[src/rtl/pdu_pkg.sv]
// Shared PDU debug definitions: CPU run-control FSM state encodings and default widths.
package pdu_pkg;

    localparam int unsigned STATE_W = 3;
    localparam int unsigned PC_W    = 32;
    localparam int unsigned CYC_W   = 32;

    localparam logic [STATE_W-1:0] S_IDLE    = 3'd0;
    localparam logic [STATE_W-1:0] S_STEP_HI = 3'd1;
    localparam logic [STATE_W-1:0] S_STEP_LO = 3'd2;
    localparam logic [STATE_W-1:0] S_RUN_HI  = 3'd3;
    localparam logic [STATE_W-1:0] S_RUN_LO  = 3'd4;
    localparam logic [STATE_W-1:0] S_HALT    = 3'd5;

    // States in which clk_cpu is driven high
    function automatic logic is_hi_state(input logic [STATE_W-1:0] s);
        return (s == S_STEP_HI) || (s == S_RUN_HI);
    endfunction

    // States in which CPU cycles are being issued
    function automatic logic is_busy_state(input logic [STATE_W-1:0] s);
        return (s == S_STEP_HI) || (s == S_STEP_LO) ||
               (s == S_RUN_HI)  || (s == S_RUN_LO);
    endfunction

endpackage

[src/rtl/cpu_run_ctrl_sync_edge.sv]
// sync_edge: 2-flop synchronizer for a raw board input plus a one-clk rising-edge pulse.
module sync_edge (
    input  logic clk,
    input  logic rst,
    input  logic i_async,
    output logic o_rise_c
);

    logic r_meta;
    logic r_sync;
    logic r_sync_d;

    always_ff @(posedge clk) begin
        if (rst) begin
            r_meta   <= 1'b0;
            r_sync   <= 1'b0;
            r_sync_d <= 1'b0;
        end else begin
            r_meta   <= i_async;
            r_sync   <= r_meta;
            r_sync_d <= r_sync;
        end
    end

    assign o_rise_c = r_sync & ~r_sync_d;

endmodule

[src/rtl/cpu_run_ctrl.sv]
// cpu_run_ctrl: CPU clock sequencer for the PDU (single step, N-cycle burst, free run, PC breakpoint).
// Optional macro CPU_RUN_CYC_CNT_EN enables the 32-bit issued-cycle counter on cyc_cnt.
module cpu_run_ctrl #(
    parameter int unsigned BURST_W = 8,
    parameter int unsigned PC_W    = pdu_pkg::PC_W
) (
    input  logic                         clk,
    input  logic                         rst,
    input  logic                         run,
    input  logic                         step,
    input  logic [BURST_W-1:0]           burst_n,
    input  logic                         bp_en,
    input  logic [PC_W-1:0]              bp_addr,
    input  logic [PC_W-1:0]              pc,
    output logic                         clk_cpu,
    output logic                         halted,
    output logic                         busy,
    output logic [pdu_pkg::STATE_W-1:0]  state,
    output logic [pdu_pkg::CYC_W-1:0]    cyc_cnt
);

    import pdu_pkg::*;

    logic                 r_run_meta;
    logic                 r_run_s;
    logic                 r_run_s_d;
    logic                 w_run_fall;
    logic                 w_step_edge;
    logic                 w_bp_hit;

    logic [STATE_W-1:0]   r_state;
    logic [STATE_W-1:0]   w_state_nxt;
    logic [BURST_W-1:0]   r_cnt;
    logic [BURST_W-1:0]   w_cnt_nxt;

    logic                 r_clk_cpu;
    logic                 r_halted;
    logic                 r_busy;

    sync_edge u_step_sync (
        .clk      (clk),
        .rst      (rst),
        .i_async  (step),
        .o_rise_c (w_step_edge)
    );

    // run only needs its level; the extra flop gives the 1->0 transition used to leave HALT
    always_ff @(posedge clk) begin
        if (rst) begin
            r_run_meta <= 1'b0;
            r_run_s    <= 1'b0;
            r_run_s_d  <= 1'b0;
        end else begin
            r_run_meta <= run;
            r_run_s    <= r_run_meta;
            r_run_s_d  <= r_run_s;
        end
    end

    assign w_run_fall = r_run_s_d & ~r_run_s;
    assign w_bp_hit   = bp_en && (pc == bp_addr);

    // Next state and burst count; breakpoint compare happens only in *_LO on the just-fetched PC
    always_comb begin
        w_state_nxt = r_state;
        w_cnt_nxt   = r_cnt;
        case (r_state)
            S_IDLE: begin
                if (r_run_s) begin
                    w_state_nxt = S_RUN_HI;
                end else if (w_step_edge) begin
                    w_state_nxt = S_STEP_HI;
                    w_cnt_nxt   = (burst_n == '0) ? BURST_W'(1) : burst_n;
                end
            end
            S_STEP_HI: begin
                w_state_nxt = S_STEP_LO;
                w_cnt_nxt   = r_cnt - BURST_W'(1);
            end
            S_STEP_LO: begin
                if (r_cnt == '0) begin
                    w_state_nxt = S_IDLE;
                end else if (w_bp_hit) begin
                    w_state_nxt = S_HALT;
                end else begin
                    w_state_nxt = S_STEP_HI;
                end
            end
            S_RUN_HI: begin
                w_state_nxt = S_RUN_LO;
            end
            S_RUN_LO: begin
                if (w_bp_hit) begin
                    w_state_nxt = S_HALT;
                end else if (!r_run_s) begin
                    w_state_nxt = S_IDLE;
                end else begin
                    w_state_nxt = S_RUN_HI;
                end
            end
            S_HALT: begin
                if (w_step_edge || w_run_fall) begin
                    w_state_nxt = S_IDLE;
                end
            end
            default: begin
                w_state_nxt = S_IDLE;
            end
        endcase
    end

    // Outputs are decoded from the next state so they stay aligned with r_state and glitch-free
    always_ff @(posedge clk) begin
        if (rst) begin
            r_state   <= S_IDLE;
            r_cnt     <= '0;
            r_clk_cpu <= 1'b0;
            r_halted  <= 1'b0;
            r_busy    <= 1'b0;
        end else begin
            r_state   <= w_state_nxt;
            r_cnt     <= w_cnt_nxt;
            r_clk_cpu <= is_hi_state(w_state_nxt);
            r_halted  <= (w_state_nxt == S_HALT);
            r_busy    <= is_busy_state(w_state_nxt);
        end
    end

`ifdef CPU_RUN_CYC_CNT_EN
    logic [CYC_W-1:0] r_cyc_cnt;

    // *_HI never loops on itself, so a HI next state is always an entry
    always_ff @(posedge clk) begin
        if (rst) begin
            r_cyc_cnt <= '0;
        end else if (is_hi_state(w_state_nxt)) begin
            r_cyc_cnt <= r_cyc_cnt + CYC_W'(1);
        end
    end

    assign cyc_cnt = r_cyc_cnt;
`else
    assign cyc_cnt = '0;
`endif

    assign clk_cpu = r_clk_cpu;
    assign halted  = r_halted;
    assign busy    = r_busy;
    assign state   = r_state;

endmodule

[config.mk]
export PLATFORM = sky130hd
export DESIGN_NAME = cpu_run_ctrl
export DESIGN_NICKNAME = d
export VERILOG_FILES = /design/src/rtl/pdu_pkg.sv /design/src/rtl/cpu_run_ctrl_sync_edge.sv /design/src/rtl/cpu_run_ctrl.sv
export SDC_FILE = /design/constraint.sdc
export NUM_CORES = 1
export LEC_CHECK = 0
export CAP_MARGIN = 20
export CORE_ASPECT_RATIO = 0.9
export CORE_MARGIN = 4
export CORE_UTILIZATION = 38
export CTS_BUF_LIST = sky130_fd_sc_hd__clkbuf_4
export CTS_CLUSTER_SIZE = 16
export DETAILED_ROUTE_END_ITERATION = 7
export PLACE_DENSITY_LB_ADDON = 0.15
export SLEW_MARGIN = 20
export SYNTH_ARGS = -nofsm -noshare
export SYNTH_HDL_FRONTEND = slang
export SYNTH_HIERARCHICAL = 1
export SYNTH_SLANG_ARGS = --single-unit
[constraint.sdc]
create_clock -name clk -period 3.7 [get_ports clk]
set_input_delay 0.37 -clock clk [delete_from_list [all_inputs] [get_ports clk]]
set_output_delay 0.37 -clock clk [all_outputs]
set_load 0.01 [all_outputs]
# Yosys cells after proc, flatten, opt, wreduce, memory -nomap -nowiden
# Index checks and enable logic that the tools add are counted.
[word_totals]
ff_bits = 20
output_inout_bits = 38
elab_cells = 52
[op_classes]
add_sub_neg = 1
n_eq_ne = 13
mux = 12
bitwise = 4
n_reduce_logical = 11
[ops]
columns = ["cell", "count"]
rows = [
  ["equality test 32 bit", 1],
  ["two-way mux 8 bit", 3],
  ["two-way mux 3 bit", 6],
  ["case mux 3 bit (6 select lines)", 1],
  ["zero test 8 bit", 2],
  ["case mux 8 bit (2 select lines)", 1],
  ["equality test 3 x 2 -> 1 bit, second input constant", 4],
  ["equality test 3 bit, second input constant", 4],
  ["subtractor 8 x 1 -> 8 bit, second input constant", 1],
  ["equality test 3 x 1 -> 1 bit, second input constant", 2],
  ["logical OR 1 bit", 5],
  ["!= test 2 bit, second input constant", 2],
  ["zero test 3 bit", 1],
  ["AND reduction 3 bit", 1],
  ["bitwise AND 1 bit", 2],
  ["two-way mux 2 bit", 1],
  ["NOT 1 bit", 2],
  ["nonzero test 2 bit", 1],
  ["logical AND 1 bit", 1],
]

# Logic depth before layout (Yosys ltp)
[depth]
ltp_word = 9
ltp_mapped = 9

# Cells and area by module
# Netlist, hierarchy kept.
[modules_own_cells]
columns = ["module", "n_inst", "cells_per_inst", "area_per_inst_um2", "seq_area_each_um2"]
rows = [
  ["cpu_run_ctrl", 1, 190, 1463.9, 340.3],
  ["sync_edge", 1, 7, 87.6, 60.1],
]

# Worst setup path before layout
# No wires, ideal clock.
[synth_path]
kind = "input-to-reg"
from = "input bp_addr[30]"
to = "register r_halted (netlist: halted)"
arrival_ns = 1.588
slack_ns = 2.050
cell_stages = 7
n_path_buf = 0
cell_sequence = "xor2_1 > nor4_1 > and3_1 > nand3_1 > o31a_1 > or2_1 > nor2_2"
[synth_between]
elab_chain_len = 6
word_cells_on_any_way = 7
cone_classes = "eq/ne: 2; mux: 4; reduce/logical: 1"
[synth_lines]
columns = ["element", "line", "source"]
rows = [
  ["start, declared", "cpu_run_ctrl.sv:13", "input logic [PC_W-1:0] bp_addr,"],
  ["equality test 32 bit (*)", "cpu_run_ctrl.sv:61", "assign w_bp_hit = bp_en && (pc == bp_addr);"],
  ["logical AND 1 bit (*)", "cpu_run_ctrl.sv:61", ""],
  ["two-way mux 3 bit", "cpu_run_ctrl.sv:83", "end else if (w_bp_hit) begin"],
  ["two-way mux 3 bit", "cpu_run_ctrl.sv:81", "if (r_cnt == '0) begin"],
  ["case mux 3 bit (6 select lines) (*)", "cpu_run_ctrl.sv:67", "case (r_state)"],
  ["equality test 3 bit (*)", "cpu_run_ctrl.sv:124", "r_halted <= (w_state_nxt == S_HALT);"],
  ["end signal, assigned", "cpu_run_ctrl.sv:124", ""],
  ["end, declared", "cpu_run_ctrl.sv:37", "logic r_halted;"],
]
# Mark *: on every way between the ends. The rest lies on a longest branch, timed or not.
# A chain may end at the register's enable or synchronous reset.

# Worst setup path after layout
[layout_path]
from = "input pc[27]"
to = "register r_halted (netlist: halted)"
[layout_between]
elab_chain_len = 6
word_cells_on_any_way = 7
cone_classes = "eq/ne: 2; mux: 4; reduce/logical: 1"
[layout_lines]
columns = ["element", "line", "source"]
rows = [
  ["start, declared", "cpu_run_ctrl.sv:14", "input logic [PC_W-1:0] pc,"],
  ["equality test 32 bit (*)", "cpu_run_ctrl.sv:61", ""],
  ["logical AND 1 bit (*)", "cpu_run_ctrl.sv:61", ""],
  ["two-way mux 3 bit", "cpu_run_ctrl.sv:83", ""],
  ["two-way mux 3 bit", "cpu_run_ctrl.sv:81", ""],
  ["case mux 3 bit (6 select lines) (*)", "cpu_run_ctrl.sv:67", ""],
  ["equality test 3 bit (*)", "cpu_run_ctrl.sv:124", ""],
]
# Marked as above.

==> reports/results.tsv <==
metric	value	unit
status	finished, final reports clean	
numPlacedInstances	321	
die_h	68.6	µm
cts_sinks	20	
ys_ff_latch	20	
max_slew_margin	55.2	%
path_class	input pin to flop	
postRouteAntennaNets	0	
endpoint_kind	flop	
drtIter0Drc	51	
io-pin-count	115	
synthDistinctLibCells	39	
worst-path-max-fanout	3	
fin_cells	325	
max_stage_delay	0.47	ns
num_rows	21	
cp-start-kind	input pin	
power_density	282	mW/mm²
endpoint	halted	
grt_first_pass_wirelength	6.35	mm
setup_tns	0	ns
clk-insertion-delay-late	0.31	ns
routed_wl	4.47	mm
antenna_found_initial	0	
p_leak	0.000888	µW
ys_warn_count	6	
cp_slowest_cell	clkdlybuf4s50_1	
final.min_clock_period	2.00	ns
avgSynthCellArea	7.88	µm²
grt_usage	16.4	%
clockRootBuffer	clkbuf_4	
cts-resized-gates	0	
htree_num_levels	1	
cts_tree	done	
netlist_area	0.00155	mm²
n_antenna_cell	0	
arrival	2.25	ns
vias	1533	
grt_pass1_vias	1309	
min_path_type	flop to flop	
crit_path_start	pc[27]	
required	3.95	ns
dieArea	0.00517	mm²
start_util	40.4	%
synth_cells	197	
cts_buffers	3	
worst-r2r-cell-count	7	
rsz0062_at_grt	false	
place_congestion	0.833	
post-route-period-util	54.1	%
cts.clk_slew.worst_paths	0.11	ns
drive_above_1_share	2.87	%
clockBufferDepth	2	
regToRegEndpoint	busy	
die_width	75.4	µm
finalWorstSetupSlack	1.70	ns
clock_skew	0.00838	ns
grt_max_degree	20	
hold_buffers	0	
nNetsFinal	359	
avgRoutedWirePerCell	13.8	µm
pre_cts_ws	1.34	ns
drc	0	
fmax	0.499	GHz
timing.rr.start	r_cnt[3]	
crit_chain	clkdlybuf4s50_1 > xnor2_1 > nand4_1 > nor4_1 > nand3_1 > o31a_1 > or2_1 > nor2_2	
seq_area_frac_synth	25.8	%
coreArea	0.00384	mm²
dp_hpwl	3.83	mm
peakVddDrop	232	µV
post_cts_buffers	0	
r2r_setup_slack	2.00	ns
first_pass_iters	4	
drv_cap	0	
grt_overflow	0	
final_cell_area	0.00235	mm²
io_buffer_count	82	
hold_violations	0	
setup_violations	0	
viasPerCell	4.72	
cpLargestDelayFamily	simple AND/OR/NAND/NOR gates	
dpl_cell_area	0.00230	mm²
tightest_slew	0.669	ns
slew_violations	0	
crit_cells	8	
path_buf_inv	1	
area_delta_synth_final	51.4	%
## cell families after synthesis
family / count (synthesis) / share of synthesized area (%)
simple gates: 58 / 19.4
buf+inv: 43 / 18.3
compound gates: 40 / 16.0
xor+xnor: 33 / 18.6
flops: 20 / 25.8
fa+ha+maj: 2 / 1.61
other cells: 1 / 0.242
## layout by cell type, fill, tap and decap left out, types with 5 or more instances in the layout
cell and instances:
a21oi_1 12, clkdlybuf4s50_1 82, conb_1 32, dfxtp_1 20, inv_1 7, nand2_1 9, nand4_1 6, nor2_1 17
nor2b_1 6, nor3_1 5, o21ai_0 8, xnor2_1 29
## synthesized netlist by cell type
library cell	number	share of area (%)
a211o_1	1	0.56
nor3_1	5	1.6
nor2_2	1	0.40
nor2_1	17	4.1
nor2b_1	6	2.4
dfxtp_1	20	26
or4_1	1	0.48
o211ai_1	2	0.97
a211oi_1	4	1.9
ha_1	2	1.6
nor3b_1	1	0.48
nor4_1	3	1.2
buf_2	1	0.32
nor4_2	1	0.81
nand3_1	3	0.97
buf_4	32	15
conb_1	1	0.24
o22ai_1	2	0.81
o21ai_1	2	0.65
nand2b_1	1	0.40
clkbuf_1	2	0.48
o31a_1	1	0.56
o21ai_0	8	2.6
o21a_1	3	1.5
a21oi_1	12	3.9
and3_1	1	0.40
a22oi_1	2	0.97
inv_1	7	1.7
xor2_1	4	2.3
nand4_1	6	2.4
nor2b_2	1	0.56
nand2_1	9	2.2
nand4b_1	1	0.56
a21o_1	1	0.48
clkbuf_2	1	0.32
o32ai_1	1	0.56
a31o_1	1	0.56
xnor2_1	29	16
or2_1	1	0.40
## power breakdown
part | leakage, µW | internal [µW] | switching, µW | total (µW)
clock network | 0.0000279 | 110 | 69.5 | 179
registers | 0.000164 | 231 | 14.2 | 245
logic | 0.000696 | 137 | 102 | 239
total | 0.000888 | 478 | 186 | 663
## layer usage
layer	global-route usage [%]	wire, µm	share of wire [%]
met1	20.9	1790	40
met2	28.0	2090	47
met3	3.91	556	12
met4	3.93	32	0.72
met5	0	0	0
## state kept, by name (all words and copies together), names as in the netlist
name and count:
busy 1, clk_cpu 1, halted 1, r_cnt 8, r_run_meta 1, r_run_s 1
r_run_s_d 1, state 3, u_step_sync/r_meta 1, u_step_sync/r_sync 1, u_step_sync/r_sync_d 1
## worst min-delay path by stage
stage | from | to | slack (ns) | depth (start not counted)
final | u_step_sync/r_meta | u_step_sync/r_sync | 0.45 | 1
after global placement | r_run_meta | r_run_s | 0.42 | 1
after detailed placement | r_run_meta | r_run_s | 0.43 | 1
after global routing | u_step_sync/r_meta | u_step_sync/r_sync | 0.47 | 1
after CTS | u_step_sync/r_meta | u_step_sync/r_sync | 0.46 | 1
after floorplan | r_run_meta | r_run_s | 0.41 | 1
## per-stage QoR
stage,util (%),total power [µW],hold slack [ns]
6_report,61.2,663,0.451
5_1_grt,61.2,703,0.470
3_3_place_gp,59.9,484,0.421
3_5_place_dp,59.9,487,0.428
2_1_floorplan,-,395,0.414
4_1_cts,61.2,669,0.456
## area by class of cell
class                   instances  area, µm²
clock inverters                 1       30.0
multi-input cells             165        983
repair buffers                 83        828
inverters                       7       26.3
clock buffers                   3       22.5
flip-flops and latches         20        400
well taps                      46       57.6
fillers                       360       1490
(Power assumes the default switching activity.)
==> edit 1: new RTL, config.mk and constraints unchanged <==
Change the package constant `CYC_W` from 32 to 64.
--- a/src/rtl/pdu_pkg.sv
+++ b/src/rtl/pdu_pkg.sv
@@ -5,3 +5,3 @@
     localparam int unsigned PC_W    = 32;
-    localparam int unsigned CYC_W   = 32;
+    localparam int unsigned CYC_W   = 64;
 
Ports: changed (resized cyc_cnt); port bits go from 115 to 147. No check against the original RTL was run, so the function may have changed too.
==> edit 1 against the unedited design <==
  * Count of clock-buffer cells in the layout stayed put
  * Largest power group is now combinational cells
  * Wire length rose by 7.9%
  * Worst setup slack worse by 0.045 ns
  * Sequential cell count did not move
  * Final area grew 4.7%
  * Combinational power up 6%
  * Final cell count up 14%
  * Global-route usage fell by 0.76 points
  * Highest routed layer unchanged
  * Power down 9.4%
  * Synthesized area up 15%
==> edit 1: results (changes against the unedited design) <==
GRT
  – Initial antenna violation count: 0 (unchanged)
  – Tot GR Track Use: 15.68% (-0.76 points)
  – Number of global-route vias before repair: 1,339 (+2.3%)
  – First-pass GRT wire length: 7.086 mm (+12%)

Pwr
  – Leakage: 0.9773 nW (+10%)
  – VDD IR max: 0.2192 mV (-5.3%)
  – Internal power: 0.4059 mW (-15%)

Route
  – DRT Wirelength: 4.822 mm (+7.9%)
  – Drt initial violations: 52 (+2.0%)
  – Vias per inst: 4.247 (-10%)

Timing
  – Worst Max-Slew Pin Slew: 0.7326 ns (+0.06343 ns)
  – Final Hold Viols: 0 (unchanged)
  – Final Skew: 0.007883 ns (-0.0004928 ns)
  – Hold slack: 0.4497 ns (-0.001087 ns)
  – Final setup vio count: 0 (unchanged)

Hold path
  – Hold path endpoint: r_run_s$_SDFF_PP0_
  – Worst Hold Launch: r_run_meta$_SDFF_PP0_
  – Hold path depth: 1 (unchanged)

Outcome
  – Outcome: finished, final reports clean

Place
  – Final Wtd Congestion: 0.8506 (+2.1%)
  – Cell count after placement: 369 (+15%)
  – Placed cell areas: 2436 sq um (+6.1%)
  – Post-DP HPWL: 4.166 mm (+8.8%)

Synthesis
  – Most frequent cells after synthesis: buf_4 (64), xnor2_1 (29), dfxtp_1 (20)
  – Post-synthesis sequential area ratio: 22.35% (-3.5 points)
  – Synth Area per Inst: 7.824 sq um (-0.65%)
  – Unique cell type count in the Yosys netlist: 39 (unchanged)
  – Synth area leaders: buf_4 (27%), dfxtp_1 (22%), xnor2_1 (14%)

Clock network
  – Clock buffer depth: 2 (unchanged)
  – CTS H-tree depth: 1 (unchanged)
  – TritonCTS buffer count: 3 (unchanged)
  – Skew-Pair Late Insertion Delay: 0.30 ns

Finish
  – Final non-filler cell total: 372 (+14%)
  – Final nets: 391 (+8.9%)
  – Diodes inserted: 0 (unchanged)
  – Filler cells: 446 (+24%)
  – Layout cell share with drive strength beyond 1: 2.258% (-0.61 points)

Critical path
  – CP Data Arrival Time: 2.29 ns (+0.04 ns)
  – Max incr delay on CP: 0.47 ns (about the same)
-- edit 1: worst max-delay path by stage --
stage                        end  slack (ns)  cells past startpoint
4_1_cts        halted$_SDFF_PP0_        1.66                      8
5_1_grt        halted$_SDFF_PP0_        1.56                      8
2_1_floorplan  halted$_SDFF_PP0_        2.05                      7
3_3_place_gp     busy$_SDFF_PP0_        1.35                      8
3_5_place_dp   halted$_SDFF_PP0_        1.35                      8
6_report       halted$_SDFF_PP0_        1.65                      8
-- edit 1: power by group through the flow --
stage          registers (mW)  logic (mW)  clock network, mW
6_report                0.246       0.254              0.101
5_1_grt                 0.248       0.281              0.115
4_1_cts                 0.245       0.253              0.107
3_5_place_dp            0.250       0.251                  0
3_3_place_gp            0.250       0.250                  0
2_1_floorplan           0.247       0.186                  0
-- edit 1: per-layer routing --
metal | track usage [%] | vias to the layer above | wire, um
li1 | - | 803 | -
met1 | 21.41 | 690 | 2049
met5 | 0 | - | 0
met3 | 3.086 | 2 | 414
met2 | 26.47 | 85 | 2341
met4 | 1.689 | 0 | 17
-- edit 1: worst register-to-register path, cell delays in order (launching register included) --
cell and delay (ns):
dfxtp_1 0.38, nor4_2 0.33, nand3_1 0.15, a31o_1 0.23
o21ai_1 0.07, o31a_1 0.20, xnor2_1 0.13, a21oi_1 0.08
-- edit 1: area by class of cell --
cell class | instances | share of cell area (%)
multi-input combinational | 197 | 44.89
clock buffer | 3 | 0.9160
sequential | 20 | 16.28
inverter | 7 | 1.069
tap | 62 | 3.155
timing repair buffer | 83 | 33.69
-- edit 1: per-stage QoR --
stage / util (%) / setup slack [ns]
final: 54.42 / 1.653
after global routing: 54.42 / 1.560
after CTS: 54.42 / 1.658
after detailed placement: 53.92 / 1.346
after global placement: 53.92 / 1.352
after floorplan: - / 2.050
-- edit 1: kinds of logic after synthesis --
group,count (synthesis),share of synthesized area (%)
xor+xnor,33,16.13
simple gates,58,16.83
flops,20,22.35
other cells,1,0.2093
fa+ha+maj,2,1.396
buf+inv,75,29.26
compound gates,40,13.83
==> edit 2: new RTL, config.mk and constraints unchanged <==
Without the edit above. Register the input `pc` before use, without a reset. The logic sees it one clock later. The other inputs are not delayed to match.
--- a/src/rtl/cpu_run_ctrl.sv
+++ b/src/rtl/cpu_run_ctrl.sv
@@ -22,2 +22,8 @@
     import pdu_pkg::*;
+
+    logic [PC_W-1:0] pc_q;
+
+    always_ff @(posedge clk) begin
+        pc_q <= pc;
+    end
 
@@ -60,3 +66,3 @@
     assign w_run_fall = r_run_s_d & ~r_run_s;
-    assign w_bp_hit   = bp_en && (pc == bp_addr);
+    assign w_bp_hit   = bp_en && (pc_q == bp_addr);
 
Behaviour: not the same (Yosys sat finds a counterexample within 10 cycles, from zero or initial values and one cycle with rst high).
==> edit 2 against the unedited design <==
  * Clock power up 29%
  * Wire length rose by 10%
  * Clock skew about the same
  * Sequential cell count grew 32
  * Count of clock-buffer cells in the layout grew 2
  * Power grew 64%
  * Largest power group unchanged
  * Worst setup slack worse by 0.10 ns
  * Utilization decreased by 7.1 points
  * Final area up 33%
  * Synthesized area rose by 50%
  * Register-to-register slack worse by 0.41 ns
==> edit 2: results (changes against the unedited design) <==
Pwr
  – Leakage: 1.204 nW (+36%)
  – Psw: 0.2934 mW (+58%)
  – Clock-net power: 0.231 mW (+29%)
  – VDD IR max: 0.2030 mV (-12%)
  – Flop pwr share: 56.7% (+20 points)

Finish
  – Layout cell share with drive strength beyond 1: 5.096% (+2.2 points)
  – Largest register FFs: 32 (+24)
  – Diodes inserted: 0 (unchanged)
  – Most flops, register: pc_q
  – Filler cells: 546 (+52%)
  – Area occupied by multi-input gates: 1121 sq um (+14%)

Timing
  – Worst Max-Slew Pin Slew: 0.7929 ns (+0.1238 ns)
  – Final Skew: 0.008568 ns (+0.0001921 ns)

GRT
  – GR Util met2: 24.91% (-3.1 points)
  – Number of global-route vias before repair: 1,678 (+28%)
  – Grt met3 use: 4.076% (+0.16 points)
  – Tot GR Track Use: 13.67% (-2.8 points)
  – Pin count of the biggest net entering global routing: 21 (+5.0%)
  – Grt ovf: 0 (unchanged)

Synthesis
  – Top-area cell type share of the netlist area: 44.80% (+19 points)
  – Post-synthesis sequential area ratio: 44.80% (+19 points)
  – Most frequent cells after synthesis: dfxtp_1 (52), buf_4 (32), xnor2_1 (20)
  – Unique cell type count in the Yosys netlist: 46 (+18%)

Critical path
  – Largest fanout on the critical path: 4 (+1)
  – CP Data Arrival Time: 2.37 ns (+0.12 ns)

Clock network
  – Worst-path clk slew: 0.14 ns (+0.03 ns)
  – TritonCTS buffer count: 5 (+2)
  – Clock buffer depth: 2 (unchanged)
  – CTS H-tree depth: 2 (+1)
  – Skew-Pair Late Insertion Delay: 0.35 ns (+0.04 ns)

Place
  – Post-DP HPWL: 4.010 mm (+4.8%)
  – Final Wtd Congestion: 0.7801 (-6.4%)
  – Port bufs: 82 (unchanged)
  – Post-place setup slack: 1.311 ns (-0.03210 ns)
  – Placed cell areas: 3089 sq um (+35%)

Route
  – Drt initial violations: 66 (+29%)
  – Vias per inst: 4.628 (-1.9%)
  – Routed len/inst: 12.85 um (-6.6%)

Outcome
  – Outcome: finished, final reports clean

Hold path
  – Hold WC Path Type: in -> reg
[edit 2: per-stage QoR]
| step | total power, mW | instances |
|---|---|---|
| floorplan | 0.7803 | 262 |
| global placement | 0.8682 | 377 |
| detailed placement | 0.8714 | 377 |
| CTS | 1.109 | 384 |
| global route | 1.156 | 384 |
| finish | 1.089 | 384 |
[edit 2: final cells by class]
class / instances / area share, %
Multi-Input combinational cell: 168 / 35.77
Tap cell: 70 / 2.794
Clock buffer: 5 / 1.198
Timing Repair Buffer: 82 / 26.19
Clock inverter: 2 / 0.2395
Sequential cell: 52 / 33.21
Inverter: 5 / 0.5988
[edit 2: cell families (layout without fill, tap and decap cells)]
family,Yosys count,after routing,share of synthesized area [%]
buf+inv,42,94,11.95
flops,52,52,44.80
compound gates,38,38,11.85
other cells,1,32,0.1614
simple gates,64,64,18.09
xor+xnor,32,32,12.06
fa+ha+maj,2,2,1.077
[edit 2: worst paths after layout]
kind                          from            endpoint  slack, ns  depth (start not counted)
min                          pc[1]     pc_q[1]$_DFF_P_       0.44                          1
max reg2reg  r_cnt[0]$_SDFFE_PP0P_     busy$_SDFF_PP0_       1.59                          8
min reg2reg  r_run_meta$_SDFF_PP0_  r_run_s$_SDFF_PP0_       0.46                          1
max          r_cnt[0]$_SDFFE_PP0P_     busy$_SDFF_PP0_       1.59                          8
[edit 2: layer usage]
metal | vias to the layer above | routed length [um]
met5 | - | 0
met4 | 0 | 35
met3 | 2 | 336
met2 | 75 | 2489
met1 | 803 | 2074
li1 | 897 | -
[edit 2: worst max-delay path, stage by stage (launching register included)]
cell and delay (ns):
dfxtp_1 0.38, inv_1 0.10, ha_1 0.19, nor3b_1 0.16, a211o_1 0.29, or4_1 0.47
nand2_1 0.10, o32ai_1 0.09, a221oi_2 0.24
